===== src/rtl/i2c_pkg.sv =====
// Shared I2C constants and target state encoding for the
// IS31 LED-driver target and the controller-side sequencer.
package i2c_pkg;

  typedef enum logic [3:0] {
    S_IDLE,
    S_ADDR,
    S_ADDR_ACK,
    S_LOC,
    S_LOC_ACK,
    S_WDATA,
    S_WDATA_ACK,
    S_RDATA,
    S_RDATA_ACK,
    S_IGNORE
  } i2c_target_state_t;

  localparam logic [7:0] CMD_LOC_DEFAULT = 8'hFD;
  localparam logic [7:0] PAGE_FUNCTION   = 8'h0B;
  localparam logic [7:0] PAGE_FRAME_1    = 8'h00;
  localparam logic [7:0] LED_CTRL_OFFSET = 8'h00;
  localparam logic [7:0] PWM_OFFSET      = 8'h24;

endpackage


===== src/rtl/i2c_line_conditioner.sv =====
// Synchronizes and deglitches SCL/SDA, then flags SCL edges
// and START/STOP conditions on the filtered levels.
module i2c_line_conditioner #(
  parameter int SYNC_STAGES = 2,
  parameter int FILTER_LEN  = 3
) (
  input  logic clk,
  input  logic reset_n,
  input  logic scl_i,
  input  logic sda_i,
  output logic scl_f,
  output logic sda_f,
  output logic scl_rise,
  output logic scl_fall,
  output logic start,
  output logic stop
);

  localparam int CW = $clog2(FILTER_LEN + 1);

  logic [SYNC_STAGES-1:0] scl_sync_q;
  logic [SYNC_STAGES-1:0] sda_sync_q;
  logic [CW-1:0] scl_cnt_q;
  logic [CW-1:0] sda_cnt_q;
  logic scl_f_q, sda_f_q;
  logic scl_p_q, sda_p_q;
  logic scl_s, sda_s;

  assign scl_s = scl_sync_q[SYNC_STAGES-1];
  assign sda_s = sda_sync_q[SYNC_STAGES-1];

  always_ff @(posedge clk) begin
    scl_sync_q <= {scl_sync_q[SYNC_STAGES-2:0], scl_i};
    sda_sync_q <= {sda_sync_q[SYNC_STAGES-2:0], sda_i};
  end

  // Reset adopts the live bus level so a mid-transfer reset
  // cannot manufacture a START/STOP on release.
  always_ff @(posedge clk) begin
    if (!reset_n) begin
      scl_f_q   <= scl_s;
      sda_f_q   <= sda_s;
      scl_p_q   <= scl_s;
      sda_p_q   <= sda_s;
      scl_cnt_q <= '0;
      sda_cnt_q <= '0;
    end else begin
      scl_p_q <= scl_f_q;
      sda_p_q <= sda_f_q;
      if (scl_s == scl_f_q) begin
        scl_cnt_q <= '0;
      end else if (scl_cnt_q == CW'(FILTER_LEN - 1)) begin
        scl_f_q   <= scl_s;
        scl_cnt_q <= '0;
      end else begin
        scl_cnt_q <= scl_cnt_q + CW'(1);
      end
      if (sda_s == sda_f_q) begin
        sda_cnt_q <= '0;
      end else if (sda_cnt_q == CW'(FILTER_LEN - 1)) begin
        sda_f_q   <= sda_s;
        sda_cnt_q <= '0;
      end else begin
        sda_cnt_q <= sda_cnt_q + CW'(1);
      end
    end
  end

  assign scl_f    = scl_f_q;
  assign sda_f    = sda_f_q;
  assign scl_rise = scl_f_q & ~scl_p_q;
  assign scl_fall = ~scl_f_q & scl_p_q;
  assign start    = scl_f_q & scl_p_q & sda_p_q & ~sda_f_q;
  assign stop     = scl_f_q & scl_p_q & ~sda_p_q & sda_f_q;

endmodule


===== src/rtl/i2c_target_is31.sv =====
// I2C target modelling the IS31 LED driver register interface:
// page register, auto-incrementing pointer, write strobes, reads.
module i2c_target_is31
  import i2c_pkg::*;
#(
  parameter logic [6:0] ADDRESS     = 7'h74,
  parameter int         SYNC_STAGES = 2,
  parameter int         FILTER_LEN  = 3,
  parameter logic [7:0] CMD_LOC     = CMD_LOC_DEFAULT
) (
  input  logic       clk,
  input  logic       reset_n,
  input  logic       scl_i,
  input  logic       sda_i,
  output logic       sda_o,
  output logic       sda_e,
  output logic       wr_en,
  output logic [7:0] wr_page,
  output logic [7:0] wr_loc,
  output logic [7:0] wr_data,
  output logic [7:0] rd_loc,
  input  logic [7:0] rd_data,
  output logic [7:0] page,
  output logic       busy,
  output logic       start_pulse,
  output logic       stop_pulse
);

  logic scl_f, sda_f, scl_rise, scl_fall, start, stop;
  logic drv_edge, last_bit;
  logic [7:0] byte_in;

  i2c_target_state_t state_q, state_d;
  logic [7:0] shift_q, shift_d;
  logic [2:0] bit_cnt_q, bit_cnt_d;
  logic [7:0] rd_loc_q, rd_loc_d;
  logic [7:0] page_q, page_d;
  logic [7:0] wr_page_q, wr_page_d;
  logic [7:0] wr_loc_q, wr_loc_d;
  logic rw_q, rw_d;
  logic busy_q, busy_d;
  logic sda_e_q, sda_e_d;
  logic load_q, load_d;
  logic wr_en_q, wr_en_d;
  logic start_q, stop_q;

  i2c_line_conditioner #(
    .SYNC_STAGES(SYNC_STAGES),
    .FILTER_LEN (FILTER_LEN)
  ) u_cond (
    .clk     (clk),
    .reset_n (reset_n),
    .scl_i   (scl_i),
    .sda_i   (sda_i),
    .scl_f   (scl_f),
    .sda_f   (sda_f),
    .scl_rise(scl_rise),
    .scl_fall(scl_fall),
    .start   (start),
    .stop    (stop)
  );

  assign drv_edge = scl_fall & ~scl_f;
  assign byte_in  = {shift_q[6:0], sda_f};
  assign last_bit = (bit_cnt_q == 3'd7);

  always_comb begin
    state_d   = state_q;
    shift_d   = shift_q;
    bit_cnt_d = bit_cnt_q;
    rd_loc_d  = rd_loc_q;
    page_d    = page_q;
    wr_page_d = wr_page_q;
    wr_loc_d  = wr_loc_q;
    rw_d      = rw_q;
    busy_d    = busy_q;
    sda_e_d   = sda_e_q;
    load_d    = load_q;
    wr_en_d   = 1'b0;
    if (stop) begin
      state_d = S_IDLE;
      busy_d  = 1'b0;
      sda_e_d = 1'b0;
    end else if (start) begin
      state_d   = S_ADDR;
      bit_cnt_d = 3'd0;
      sda_e_d   = 1'b0;
    end else begin
      unique case (state_q)
        S_IDLE: ;
        S_ADDR: if (scl_rise) begin
          shift_d   = byte_in;
          bit_cnt_d = bit_cnt_q + 3'd1;
          if (last_bit) begin
            if (byte_in[7:1] == ADDRESS) begin
              state_d = S_ADDR_ACK;
              busy_d  = 1'b1;
              rw_d    = byte_in[0];
            end else begin
              state_d = S_IGNORE;
              busy_d  = 1'b0;
            end
          end
        end
        // First fall after bit 8 pulls ACK, the next one ends it.
        S_ADDR_ACK: if (drv_edge) begin
          if (!sda_e_q) begin
            sda_e_d = 1'b1;
          end else if (rw_q) begin
            state_d   = S_RDATA;
            shift_d   = rd_data;
            sda_e_d   = ~rd_data[7];
            load_d    = 1'b0;
            bit_cnt_d = 3'd0;
          end else begin
            state_d   = S_LOC;
            sda_e_d   = 1'b0;
            bit_cnt_d = 3'd0;
          end
        end
        S_LOC: if (scl_rise) begin
          shift_d   = byte_in;
          bit_cnt_d = bit_cnt_q + 3'd1;
          if (last_bit) begin
            rd_loc_d = byte_in;
            state_d  = S_LOC_ACK;
          end
        end
        S_LOC_ACK, S_WDATA_ACK: if (drv_edge) begin
          if (!sda_e_q) begin
            sda_e_d = 1'b1;
          end else begin
            state_d   = S_WDATA;
            sda_e_d   = 1'b0;
            bit_cnt_d = 3'd0;
          end
        end
        S_WDATA: if (scl_rise) begin
          shift_d   = byte_in;
          bit_cnt_d = bit_cnt_q + 3'd1;
          if (last_bit) begin
            if (rd_loc_q == CMD_LOC) begin
              page_d = byte_in;
            end else begin
              wr_en_d   = 1'b1;
              wr_page_d = page_q;
              wr_loc_d  = rd_loc_q;
            end
            rd_loc_d = rd_loc_q + 8'd1;
            state_d  = S_WDATA_ACK;
          end
        end
        S_RDATA: begin
          if (drv_edge) begin
            if (load_q) begin
              shift_d = rd_data;
              sda_e_d = ~rd_data[7];
              load_d  = 1'b0;
            end else begin
              shift_d = {shift_q[6:0], 1'b0};
              sda_e_d = ~shift_q[6];
            end
          end else if (scl_rise) begin
            bit_cnt_d = bit_cnt_q + 3'd1;
            if (last_bit) state_d = S_RDATA_ACK;
          end
        end
        S_RDATA_ACK: begin
          if (drv_edge) begin
            sda_e_d = 1'b0;
          end else if (scl_rise) begin
            if (!sda_f) begin
              rd_loc_d  = rd_loc_q + 8'd1;
              load_d    = 1'b1;
              bit_cnt_d = 3'd0;
              state_d   = S_RDATA;
            end else begin
              state_d = S_IGNORE;
              busy_d  = 1'b0;
            end
          end
        end
        S_IGNORE: sda_e_d = 1'b0;
        default: begin
          state_d = S_IDLE;
          sda_e_d = 1'b0;
        end
      endcase
    end
  end

  always_ff @(posedge clk) begin
    if (!reset_n) begin
      state_q   <= S_IDLE;
      shift_q   <= 8'h00;
      bit_cnt_q <= 3'd0;
      rd_loc_q  <= 8'h00;
      page_q    <= 8'h00;
      wr_page_q <= 8'h00;
      wr_loc_q  <= 8'h00;
      rw_q      <= 1'b0;
      busy_q    <= 1'b0;
      sda_e_q   <= 1'b0;
      load_q    <= 1'b0;
      wr_en_q   <= 1'b0;
      start_q   <= 1'b0;
      stop_q    <= 1'b0;
    end else begin
      state_q   <= state_d;
      shift_q   <= shift_d;
      bit_cnt_q <= bit_cnt_d;
      rd_loc_q  <= rd_loc_d;
      page_q    <= page_d;
      wr_page_q <= wr_page_d;
      wr_loc_q  <= wr_loc_d;
      rw_q      <= rw_d;
      busy_q    <= busy_d;
      sda_e_q   <= sda_e_d;
      load_q    <= load_d;
      wr_en_q   <= wr_en_d;
      start_q   <= start;
      stop_q    <= stop;
    end
  end

  assign sda_o       = 1'b0;
  assign sda_e       = sda_e_q;
  assign wr_en       = wr_en_q;
  assign wr_page     = wr_page_q;
  assign wr_loc      = wr_loc_q;
  assign wr_data     = shift_q;
  assign rd_loc      = rd_loc_q;
  assign page        = page_q;
  assign busy        = busy_q;
  assign start_pulse = start_q;
  assign stop_pulse  = stop_q;

endmodule

===== config.mk =====
export PLATFORM = sky130hd
export DESIGN_NAME = i2c_target_is31
export DESIGN_NICKNAME = d
export VERILOG_FILES = /design/src/rtl/i2c_pkg.sv /design/src/rtl/i2c_line_conditioner.sv /design/src/rtl/i2c_target_is31.sv
export SDC_FILE = /design/constraint.sdc
export NUM_CORES = 1
export LEC_CHECK = 0
export CAP_MARGIN = 20
export CELL_PAD_IN_SITES_DETAIL_PLACEMENT = 2
export CELL_PAD_IN_SITES_GLOBAL_PLACEMENT = 2
export CORE_ASPECT_RATIO = 1.5
export CORE_MARGIN = 2
export CORE_UTILIZATION = 32
export CTS_CLUSTER_SIZE = 20
export DETAILED_ROUTE_END_ITERATION = 16
export PLACE_DENSITY = 0.77
export SETUP_SLACK_MARGIN = 0.02
export SYNTH_ARGS = -nofsm -noshare
export SYNTH_HDL_FRONTEND = slang
export SYNTH_SLANG_ARGS = --single-unit
export TNS_END_PERCENT = 1

===== constraint.sdc =====
create_clock -name clk -period 2.4 [get_ports clk]
set_input_delay 0.24 -clock clk [delete_from_list [all_inputs] [get_ports clk]]
set_output_delay 0.24 -clock clk [all_outputs]
set_load 0.005 [all_outputs]

==> metrics.yaml, run 1 <==
synth:
  synth_compound_area_share_pct: 17.6
  synth_area_leader_cell: "dfxtp_1"
  muxShareOfSynthArea_pct: 12.5
  synthSimpleGateAreaFrac_pct: 20.4
  synth_nets: 374
  synth_xor_area_share_pct: 1.09
  synth_flop_cell: "dfxtp_1"
  syn_avg_cell_area_sq_um: 9.03
  yosys_warnings: 0
  ys_top_cells_by_area: "dfxtp_1, mux2i_1, nor2_1"
  synthCells: 356
  netlist.area_leader.share_pct: 39.9
  ys_ff_latch: 66
  synth_top_family_by_area: "simple AND/OR/NAND/NOR gates"
  synth_adder_area_share_pct: 2.34
  ys_types: 61
  ys_seq_area_share_pct: 41.7
  ys_async_sr_fraction_pct: 0
  syn_area_sq_um: 3210
  synth_edf_count: 2
floorplan:
  die_area_sq_um: 10900
  coreArea_sq_um: 9740
  die_x_um: 85.8
  die_y_um: 127
  io-pin-count: 58
  rows: 44
  start_util_pct: 33.0
power:
  p_per_area_nw_per_um2: 621
  ir_drop_v: 0.000349
  leakage_nw: 1.64
detailed_routing:
  wl_per_cell_um: 19.2
  antenna_left: 0
  drt-pass1-iter-count: 10
  totalWireLength_um: 10400
  drc: 7
  via_count: 2974
  drt_first_iter_violations: 86
  routed_via_density: 5.50
timing:
  worstMarginPinSlew_ns: 0.667
  fin_crit_ns: 2.20
  drv_slew: 0
  fin_skew_ns: 0.00403
  fin_setup_tns_ns: 0
  setup_viol: 0
  finalCritPeriodShare_pct: 91.6
  finalHoldViolCount: 0
  slew_headroom_pct: 55.4
  rsz0062_at_grt: "no"
  timing.fmax_ghz: 0.455
critical_path:
  cp-start-kind: "register"
  arrival_ns: 2.43
  worstPathRequired_ns: 2.63
  critical_path_class: "register to register"
  crit_fanout: 17
  end_kind: "register"
  r2r.worst_path.cells: 5
finish:
  fill_cells: 1070
  drive_gt1_share_pct: 11.0
  fin_util_pct: 43.8
  area_growth_pct: 32.7
  antenna_cells: 0
  nNetsFinal: 439
global_route:
  antenna_found_initial: 0
  grt_pass1_vias: 3215
  grt_pass1_wl_um: 16700
  grt_max_degree: 37
  gr-total-overflow: 0
  grt_usage_pct: 20.0
hold_path:
  hp-class: "register to register"
  hold_path_depth: 0
clocking:
  clockBufferDepth: 2
  cts-resized-gates: 0
  cts_buffers: 9
  path_clk_slew_ns: 0.05
  clock-sinks: 66
  htreeDepth: 3
  post_cts_buffers: 0
  clock_latency_ns: 0.34
  cts_tree: "built"
  root_buffer: "clkbuf_16"
  cts_hold_buf: 0
place:
  port_buffers: 56
  gp_congestion: 0.840
  hpwl_um: 7600
run:
  max_cap_viol_count: 0
outcome:
  status: "finished with violations"
  violations: "design-rule violations"
==> synth_stat cells, types with 3 or more instances <==
cell and number:
nand3_1 7, xor2_1 3, ha_1 6, buf_2 8, a21oi_1 22, nor2_1 47
a21boi_0 5, nand2b_1 8, and2_1 5, mux2i_1 38, o21a_1 6, a211oi_1 7
clkbuf_1 8, a311oi_1 9, nor3_1 8, dfxtp_1 64, inv_1 7, o21ai_0 9
a32oi_1 3, nor2b_1 4, nand3b_1 7, nand2_1 26, a22oi_1 3
==> through the flow <==
| step | cell area, sq um | hold WS [ns] | total power [W] | setup slack [ns] | instances |
|---|---|---|---|---|---|
| 2_1_floorplan | 3210 | 0.268 | 0.00124 | 0.443 | 356 |
| 3_3_place_gp | 3960 | 0.317 | 0.00129 | 0.295 | 525 |
| 3_5_place_dp | 3960 | 0.316 | 0.00130 | 0.212 | 525 |
| 4_1_cts | 4270 | 0.334 | 0.00268 | 0.166 | 541 |
| 5_1_grt | 4270 | 0.341 | 0.00275 | 0.0574 | 541 |
| 6_report | 4270 | 0.329 | 0.00265 | 0.201 | 541 |
==> worst max-delay path, cell delays in order, from the launching register on <==
cell and delay, ns:
dfxtp_1 0.49, or4b_4 0.60, or3_4 0.38, nand2_1 0.27, a21boi_0 0.16, o21a_1 0.19
==> where the power goes <==
part	internal [W]	leakage, nW	switching, W
Sequential	0.00112	0.538	0.0000196
Clock	0.000888	0.153	0.000486
Combinational	0.0000607	0.946	0.0000769
==> cell usage in the layout (no fill, tap or decap), types with 2 or more instances in the layout <==
| cell | netlist | final |
|---|---|---|
| a211oi_1 | 7 | 7 |
| a21boi_0 | 5 | 5 |
| a21oi_1 | 22 | 22 |
| a22oi_1 | 3 | 3 |
| a311oi_1 | 9 | 9 |
| a32oi_1 | 3 | 3 |
| and2_1 | 5 | 5 |
| and3_1 | 2 | 2 |
| buf_4 | 2 | 19 |
| clkbuf_1 | 8 | 2 |
| clkbuf_16 | 0 | 9 |
| clkbuf_8 | 0 | 3 |
| clkdlybuf4s50_1 | 0 | 56 |
| dfxtp_1 | 64 | 64 |
| edfxtp_1 | 2 | 2 |
| ha_1 | 6 | 6 |
| inv_1 | 7 | 7 |
| mux2_2 | 2 | 2 |
| mux2i_1 | 38 | 38 |
| nand2_1 | 26 | 26 |
| nand2b_1 | 8 | 8 |
| nand3_1 | 7 | 7 |
| nand3b_1 | 7 | 7 |
| nor2_1 | 47 | 47 |
| nor2b_1 | 4 | 4 |
| nor3_1 | 8 | 8 |
| nor4_1 | 2 | 2 |
| o211ai_1 | 2 | 2 |
| o21a_1 | 6 | 6 |
| o21ai_0 | 9 | 9 |
| or2_2 | 2 | 2 |
| or3_1 | 2 | 2 |
| xor2_1 | 3 | 3 |
==> flip-flops by register name (all words and copies together), names as in the netlist <==
register,cells
bit_cnt_q,3
busy,1
load_q,1
page,8
rd_loc,8
rw_q,1
sda_e,1
start_pulse,1
state_q,4
stop_pulse,1
u_cond.scl_cnt_q,2
u_cond.scl_f,1
u_cond.scl_p_q,1
u_cond.scl_sync_q,2
u_cond.sda_cnt_q,2
u_cond.sda_f,1
u_cond.sda_p_q,1
u_cond.sda_sync_q,2
wr_data,8
wr_en,1
wr_loc,8
wr_page,8
==> logic make-up after synthesis <==
logic type / after synthesis
flip-flops: 66
multiplexers: 40
AO/OA/AOI/OAI: 80
other: 1
adder cells (fa/ha/maj): 6
AND/OR/NAND/NOR: 130
buffers and inverters: 29
XOR/XNOR: 4
==> routing by layer <==
| metal | wire length (um) | vias to the layer above | GRT usage (%) |
|---|---|---|---|
| met5 | 0 | - | 0 |
| met4 | 346 | 0 | 9.99 |
| met3 | 270 | 18 | 3.71 |
| met2 | 5870 | 54 | 37.9 |
| met1 | 3880 | 1491 | 20.4 |
| li1 | - | 1411 | - |
==> layout make-up <==
| class | instances | area [sq um] | share of cell area (%) |
|---|---|---|---|
| inverters | 8 | 30.0 | 0.704 |
| well taps | 115 | 144 | 3.37 |
| clock buffers | 14 | 274 | 6.42 |
| flip-flops and latches | 66 | 1340 | 31.4 |
| multi-input cells | 261 | 1740 | 40.7 |
| clock inverters | 2 | 35.0 | 0.821 |
| repair buffers | 75 | 703 | 16.5 |
==> worst paths after layout <==
kind | startpoint | endpoint | slack, ns
hold / removal | u_cond.sda_sync_q[0] | u_cond.sda_sync_q[1] | 0.33
hold reg to reg | u_cond.sda_sync_q[0] | u_cond.sda_sync_q[1] | 0.33
setup reg to reg | state_q[2] | rd_loc[7] | 0.20
setup / recovery | state_q[2] | rd_loc[7] | 0.20
Power figures use the tool's default switching activity.
==> run 2: changes to the inputs <==
RECOVER_POWER = 100   (was default)
==> run 2 against run 1 <==
Against the previous run:
- the run still ends with design-rule violations left
- via count shrank 0.13%
- clock power is essentially flat
- register-to-register slack is essentially flat
- utilization is 0.27 points lower
- critical path depth unchanged
- sequential share of layout area is 0.19 points higher
- combinational power hardly changed
- critical path type unchanged
- highest routed layer unchanged
==> metrics.yaml, run 2 (synthesis gave the netlist of run 1 again) <==
clocking:
  cts_hold_buf: 0  # unchanged
  post_cts_buffers: 0  # unchanged
  clock-sinks: 66  # unchanged
  htreeDepth: 3  # unchanged
  cts-resized-gates: 0  # unchanged
  path_clk_slew_ns: 0.05  # about the same
  cts_tree: "built"
  cts_buffers: 9  # unchanged
  clock_latency_ns: 0.34  # about the same
  root_buffer: "clkbuf_16"
  clockBufferDepth: 2  # unchanged
floorplan:
  coreArea_sq_um: 9740  # unchanged
  io-pin-count: 58  # unchanged
  die_y_um: 127  # unchanged
  start_util_pct: 33.0  # unchanged
  die_x_um: 85.8  # unchanged
  rows: 44  # unchanged
  die_area_sq_um: 10900  # unchanged
critical_path:
  path_cells: "or4b_4, or3_4, nand2_1, a21boi_0, o21a_1"
  cp-start-kind: "register"
  critPathTopFamily: "simple AND/OR/NAND/NOR gates"
  r2r_slack_ns: 0.20  # about the same
  worstPathRequired_ns: 2.63  # about the same
  critPathBufInv: 0  # unchanged
  max_stage_delay_ns: 0.60  # about the same
  end_kind: "register"
  critical_path_class: "register to register"
  arrival_ns: 2.44  # about the same
  crit_fanout: 17  # unchanged
  slowest_stage: "or4b_4"
timing:
  layout_setup_ws_ns: 0.198  # -0.00319 ns
  slew_headroom_pct: 50.7  # -4.8 points
  fin_crit_ns: 2.20  # +0.00319 ns
  fin_skew_ns: 0.00387  # -0.000155 ns
  timing.fmax_ghz: 0.454  # -0.14%
  worstMarginPinSlew_ns: 0.740  # +0.0732 ns
  drv_slew: 0  # unchanged
  finalCritPeriodShare_pct: 91.8  # +0.13 points
  finalHoldViolCount: 0  # unchanged
  fin_setup_tns_ns: 0  # unchanged
  setup_viol: 0  # unchanged
  rsz0062_at_grt: "no"
place:
  gp_congestion: 0.840  # unchanged
  place_ws_ns: 0.212  # unchanged
  port_buffers: 56  # unchanged
  hpwl_um: 7600  # unchanged
detailed_routing:
  via_count: 2970  # -0.13%
  drt-pass1-iter-count: 10  # unchanged
  highest_layer: "met4"
  drc: 7  # unchanged
  drt_first_iter_violations: 84  # -2.3%
  routed_via_density: 5.49  # -0.13%
  antenna_left: 0  # unchanged
  totalWireLength_um: 10400  # -0.15%
  met1_length_um: 3880  # unchanged
  wl_met2_um: 5850  # -0.37%
  wl_per_cell_um: 19.1  # -0.15%
  wl_met3_um: 267  # -1.1%
finish:
  fill_cells: 1077  # +0.65%
  drive_gt1_share_pct: 10.1  # -0.94 points
  layout_common_cells: "dfxtp_1, nor2_1, dlygate4sd3_1"
  antenna_cells: 0  # unchanged
  area_growth_pct: 31.9
  nNetsFinal: 439  # unchanged
  final_common_cell: "dfxtp_1"
run:
  max_cap_viol_count: 0  # unchanged
outcome:
  status: "finished with violations"
  violations: "design-rule violations"
power:
  ir_drop_v: 0.000348  # -0.12%
  p_per_area_nw_per_um2: 625  # +0.52%
  leakage_nw: 1.78  # +8.7%
global_route:
  grt_pass1_wl_um: 16700  # unchanged
  grt_usage_pct: 20.0  # unchanged
  antenna_found_initial: 0  # unchanged
  grt_pass1_vias: 3215  # unchanged
  gr-total-overflow: 0  # unchanged
  grt_max_degree: 37  # unchanged
hold_path:
  hp-class: "register to register"
-- run 2: final cells by class --
cell class / instances / area [sq um] / area share (%)
Inverter: 8 / 30.0 / 0.708
Sequential cell: 66 / 1340 / 31.6
Multi-Input combinational cell: 261 / 1740 / 40.9
Tap cell: 115 / 144 / 3.39
Clock buffer: 14 / 274 / 6.46
Clock inverter: 2 / 35.0 / 0.826
Timing Repair Buffer: 75 / 679 / 16.0
-- run 2: worst paths after layout --
kind,from,endpoint,cells past startpoint
worst min register to register,u_cond.sda_sync_q[0],u_cond.sda_sync_q[1],0
worst max-delay path,state_q[2],rd_loc[7],5
worst min-delay path,u_cond.sda_sync_q[0],u_cond.sda_sync_q[1],0
worst max register to register,state_q[2],rd_loc[7],5
-- run 2: per-stage QoR --
stage,hold WS [ns],util (%),power [W],cell area (sq um),std cells
5_1_grt,0.341,43.5,0.00275,4240,541
4_1_cts,0.334,43.8,0.00268,4270,541
2_1_floorplan,0.268,-,0.00124,3210,356
3_3_place_gp,0.317,40.6,0.00129,3960,525
6_report,0.329,43.5,0.00265,4240,541
3_5_place_dp,0.316,40.6,0.00130,3960,525
-- run 2: power by group --
part           internal [W]  switching (W)
clock              0.000888       0.000486
sequential          0.00112      0.0000196
combinational     0.0000578      0.0000770
-- run 2: metal layers --
layer / GRT usage (%) / vias up
li1: - / 1412
met5: 0 / -
met4: 9.99 / 0
met1: 20.4 / 1487
met2: 37.9 / 51
met3: 3.71 / 20
==> run 3: changes to the inputs <==
HOLD_SLACK_MARGIN = 0.12   (was default)
==> results of run 3 <==
Final layout, timing and power as in run 2 (identical DEF).
==> RTL change 1: new RTL, flow settings as in run 3 <==
`FILTER_LEN` is set to 3 in 2 places; all go to 5.
--- a/src/rtl/i2c_line_conditioner.sv
+++ b/src/rtl/i2c_line_conditioner.sv
@@ -4,3 +4,3 @@
   parameter int SYNC_STAGES = 2,
-  parameter int FILTER_LEN  = 3
+  parameter int FILTER_LEN  = 5
 ) (
--- a/src/rtl/i2c_target_is31.sv
+++ b/src/rtl/i2c_target_is31.sv
@@ -7,3 +7,3 @@
   parameter int         SYNC_STAGES = 2,
-  parameter int         FILTER_LEN  = 3,
+  parameter int         FILTER_LEN  = 5,
   parameter logic [7:0] CMD_LOC     = CMD_LOC_DEFAULT
Function: changed (Yosys sat finds a counterexample within 10 cycles, from zero or initial values and one cycle with reset_n low).
==> RTL change 1 against run 3 <==
- core utilization is 0.57 points lower
- count of clock-buffer cells in the layout is 4 lower
- total power up 3.3%
- via count increased by 7.8%
- worst setup slack got worse by 17 ps
- routed wire length is 7.4% higher
- worst hold slack better by 5.5 ps
- area after synthesis up 5.6%
- sequential cell count is 2 higher
- final area grew 6.1%
- critical path type unchanged
- largest cell class unchanged
- largest power group unchanged
==> RTL change 1: results (changes against run 3) <==
routability congestion estimate from global placement=0.845 (+0.56%); worst-case register-to-register setup slack=180 ps (-20 ps); Initial DRT Pass Iterations=4 (-6); Worst-Margin Slew=828 ps (+88.1 ps); overall routing resource usage=0.204 (+0.00411); run status=completed; number of nets in the layout=480 (+9.3%); global-route met3 utilization=0.0335 (-0.00356); Final HPWL DP=8330 µm (+9.6%); met3 wire length=270 µm (+1.1%); pin count of the biggest net entering global routing=43 (+16%); Max VDD drop=0.000339 V (-2.7%); portion of the post-synthesis area used by sequential elements=0.407 (-0.0102); Max stage delay cell, worst path=sky130_fd_sc_hd__or4_4; Critical Path Source=bit_cnt_q[0]; critical path peak fanout=8 (-9); number of nets produced by synthesis=410 (+9.6%); sequential fraction of design power=0.426 (-0.004); detail-routed net length per standard cell=18.3 µm (-4.6%); LEAKAGE=1.79 nW (+0.65%); share of power burned in combinational logic=0.057 (+0.006); Final Hold Slack=334 ps (+5.50 ps); dominant cells by area after synthesis=sky130_fd_sc_hd__dfxtp_1 (39%), sky130_fd_sc_hd__mux2i_1 (9.1%), sky130_fd_sc_hd__nor2_1 (6.1%), sky130_fd_sc_hd__nand2_1 (4.2%), sky130_fd_sc_hd__ha_1 (2.9%); first-pass GRT wire length=18000 µm (+7.3%); fill cell count=1199 (+11%); most instantiated cells after synthesis=sky130_fd_sc_hd__dfxtp_1 (66), sky130_fd_sc_hd__nor2_1 (55), sky130_fd_sc_hd__nand2_1 (38); via count of the first global-routing pass=3442 (+7.1%); number of cells on the worst reg-to-reg path=7 (+2); slowest stage delay, CP=490 ps (-110 ps); switching component of the power=0.000648 W (+11%); M2 GR Usage=0.398 (+0.0188)
==> RTL change 1: per-stage QoR <==
stage,utilization,std cells,power (W),instance area (µm²)
after floorplan,-,390,0.00128,3390
final,0.429,609,0.00274,4500
after global placement,0.404,593,0.00135,4230
after CTS,0.435,609,0.00278,4550
after detailed placement,0.404,593,0.00135,4230
after global routing,0.429,609,0.00283,4500
==> RTL change 1: kinds of logic (layout without fill, tap and decap cells) <==
kind of cell	Yosys count	after routing	synth area share
other	1	1	0.00111
muxes	34	34	0.101
AOI/OAI and AO/OA	80	80	0.173
and+or+nand+nor	157	157	0.222
DFF	68	68	0.407
xor gates and xnor gates	5	5	0.0129
buffers and inverters	37	112	0.0535
adders and majority gates	8	8	0.0295
==> RTL change 1: area by class of cell <==
type,count,share of cell area
multi-input combinational,285,0.407
tap,144,0.0401
sequential,68,0.307
inverter,12,0.0100
clock inverter,6,0.0153
timing repair buffer,84,0.165
clock buffer,10,0.0556
==> RTL change 2: new RTL, flow settings as in run 3 <==
Without the edit above. Take the reset off `shift_q` and load it in a clocked block of its own.
--- a/src/rtl/i2c_target_is31.sv
+++ b/src/rtl/i2c_target_is31.sv
@@ -194,3 +194,2 @@
       state_q   <= S_IDLE;
-      shift_q   <= 8'h00;
       bit_cnt_q <= 3'd0;
@@ -209,3 +208,2 @@
       state_q   <= state_d;
-      shift_q   <= shift_d;
       bit_cnt_q <= bit_cnt_d;
@@ -225,2 +223,6 @@
 
+  always_ff @(posedge clk) begin
+    shift_q <= shift_d;
+  end
+
   assign sda_o       = 1'b0;
Formal check against the unedited RTL: same outputs for any inputs over 4 cycles, from zero or initial values and one cycle with reset_n low; that may be too few to reach the edited logic, so the function may still have changed.
==> RTL change 2 against run 3 <==
- core utilization grew 0.070 points
- worst setup slack got worse by 30 ps
- clock skew grew 3.2 ps
- critical path type unchanged
- routed wire length increased by 9.3%
- final area is 4.8% higher
- die area grew 4.3%
- largest cell class unchanged
- critical endpoint is now wr_data[6]
- area after synthesis up 4.5%
- sequential cell count unchanged
- fmax is 1.3% lower
- combinational power grew 19%
- total power is 3.0% higher
- highest routed layer unchanged
==> RTL change 2: results (changes against run 3) <==
first-pass GRT wire length=18300 µm (+9.2%); tightest slew margin relative to the limit=0.495 (-0.0118); number of nets produced by synthesis=373 (-0.27%); Max VDD drop=0.000480 V (+38%); average via count per standard cell=5.29 (-3.7%); via count of the first global-routing pass=3426 (+6.6%); post-route clock skew=7.03 ps (+3.16 ps); Critical Path End Type=flop; mux contribution to synthesized area=0.108 (-0.0177); adder-cell area share of the yosys netlist=0.0224 (-0.00100); slowest stage delay, CP=800 ps (+200 ps); Via Count=2987 (+0.57%); dominant cells by area after synthesis=sky130_fd_sc_hd__dfxtp_1 (33%), sky130_fd_sc_hd__edfxtp_1 (8.9%), sky130_fd_sc_hd__mux2i_1 (7.7%), sky130_fd_sc_hd__nor2b_1 (5.2%), sky130_fd_sc_hd__nand2_1 (3.7%); portion of the post-synthesis area used by sequential elements=0.423 (+0.00597); number of warnings issued by yosys=0 (unchanged); Final HPWL DP=7950 µm (+4.6%); compound-cell area share of the yosys netlist=0.165 (-0.0105); Critical Path Source=state_q[1]; Largest delay share family, worst path=flip-flops; cell internal power dissipation=0.00211 W (+2.2%); detail-routed net length per standard cell=20.0 µm (+4.6%); Avg Inst Size Synth=9.46 µm² (+4.8%); overall routing resource usage=0.214 (+0.0143); Max stage delay cell, worst path=sky130_fd_sc_hd__dfxtp_1; pin count of the biggest net entering global routing=25 (-32%); worst setup margin=168 ps (-29.7 ps); sequential fraction of design power=0.425 (-0.005); startpoint of the tightest hold check path=u_cond.scl_sync_q[0]; run status=completed; post-placement setup slack=18.7 ps (-194 ps); LEAKAGE=1.66 nW (-6.9%); critical path peak fanout=20 (+3); sink of the worst hold path=u_cond.scl_sync_q[1]; fraction of final layout cells with drive strength greater than 1=0.132 (+0.0311); xor and xnor fraction of the mapped netlist area=0.00782 (-0.00308); endpoint of the most critical register-to-register path=wr_data[6]; number of violations reported at the end of detailed-routing iteration 0=114 (+36%); power of the clock network=0.00141 W (+3%); worst endpoint data arrival time=2270 ps (-170 ps); Distinct cells, synth=64 (+4.9%); placed cell count=549 (+4.6%); Post-synth EDFFs=10 (+8); Final Hold Slack=326 ps (-2.43 ps); number of nets in the layout=437 (-0.46%); routability congestion estimate from global placement=0.866 (+3.1%); Initial DRT Pass Iterations=4 (-6); most instantiated cells after synthesis=sky130_fd_sc_hd__dfxtp_1 (56), sky130_fd_sc_hd__nand2_1 (33), sky130_fd_sc_hd__nor2b_1 (28); Primary FF master, synth=sky130_fd_sc_hd__dfxtp_1; fill cell count=1104 (+2.5%)
[RTL change 2: changes by cell type in the layout (fill, tap and decap cells not counted), moves of 5 or more]
cell	change
sky130_fd_sc_hd__nand2_1	+7
sky130_fd_sc_hd__clkbuf_2	-5
sky130_fd_sc_hd__a21oi_1	-6
sky130_fd_sc_hd__o21ai_0	+8
sky130_fd_sc_hd__edfxtp_1	+8
sky130_fd_sc_hd__a311oi_1	-9
sky130_fd_sc_hd__mux2i_1	-12
sky130_fd_sc_hd__dfxtp_1	-9
sky130_fd_sc_hd__nor2b_1	+24
sky130_fd_sc_hd__nor2_1	-34
sky130_fd_sc_hd__mux2_2	+6
[RTL change 2: metal layers]
| layer | share of wire | global-route usage |
|---|---|---|
| met5 | 0 | 0 |
| met4 | 0.035 | 0.0959 |
| met3 | 0.024 | 0.0439 |
| met2 | 0.56 | 0.399 |
| met1 | 0.38 | 0.226 |
[RTL change 2: repair_timing]
item                                    CTS  global route
resized for setup                         0             2
buffers inserted                          0             0
endpoints found under the setup margin    0            13
hold endpoints to repair                  0             0
[RTL change 2: area by class of cell]
class / instances / share of cell area
timing repair buffer: 75 / 0.159
multi-input combinational: 260 / 0.403
tap: 141 / 0.0397
clock inverter: 5 / 0.0130
inverter: 7 / 0.00592
clock buffer: 11 / 0.0595
sequential: 66 / 0.320
[RTL change 2: stage by stage]
step	total power, W	utilization	area, µm²
after floorplan	0.00128	-	3360
after CTS	0.00277	0.436	4450
after global placement	0.00134	0.405	4130
after global routing	0.00282	0.436	4440
final	0.00273	0.436	4440
after detailed placement	0.00135	0.405	4130
[RTL change 2: cell families (layout without fill, tap and decap cells)]
kind of cell,count (synthesis),after routing
buf+inv,29,98
simple gates,134,134
mux,35,35
other cells,1,1
xor+xnor,3,3
compound gates,81,81
fa+ha+maj,6,6
flops,66,66
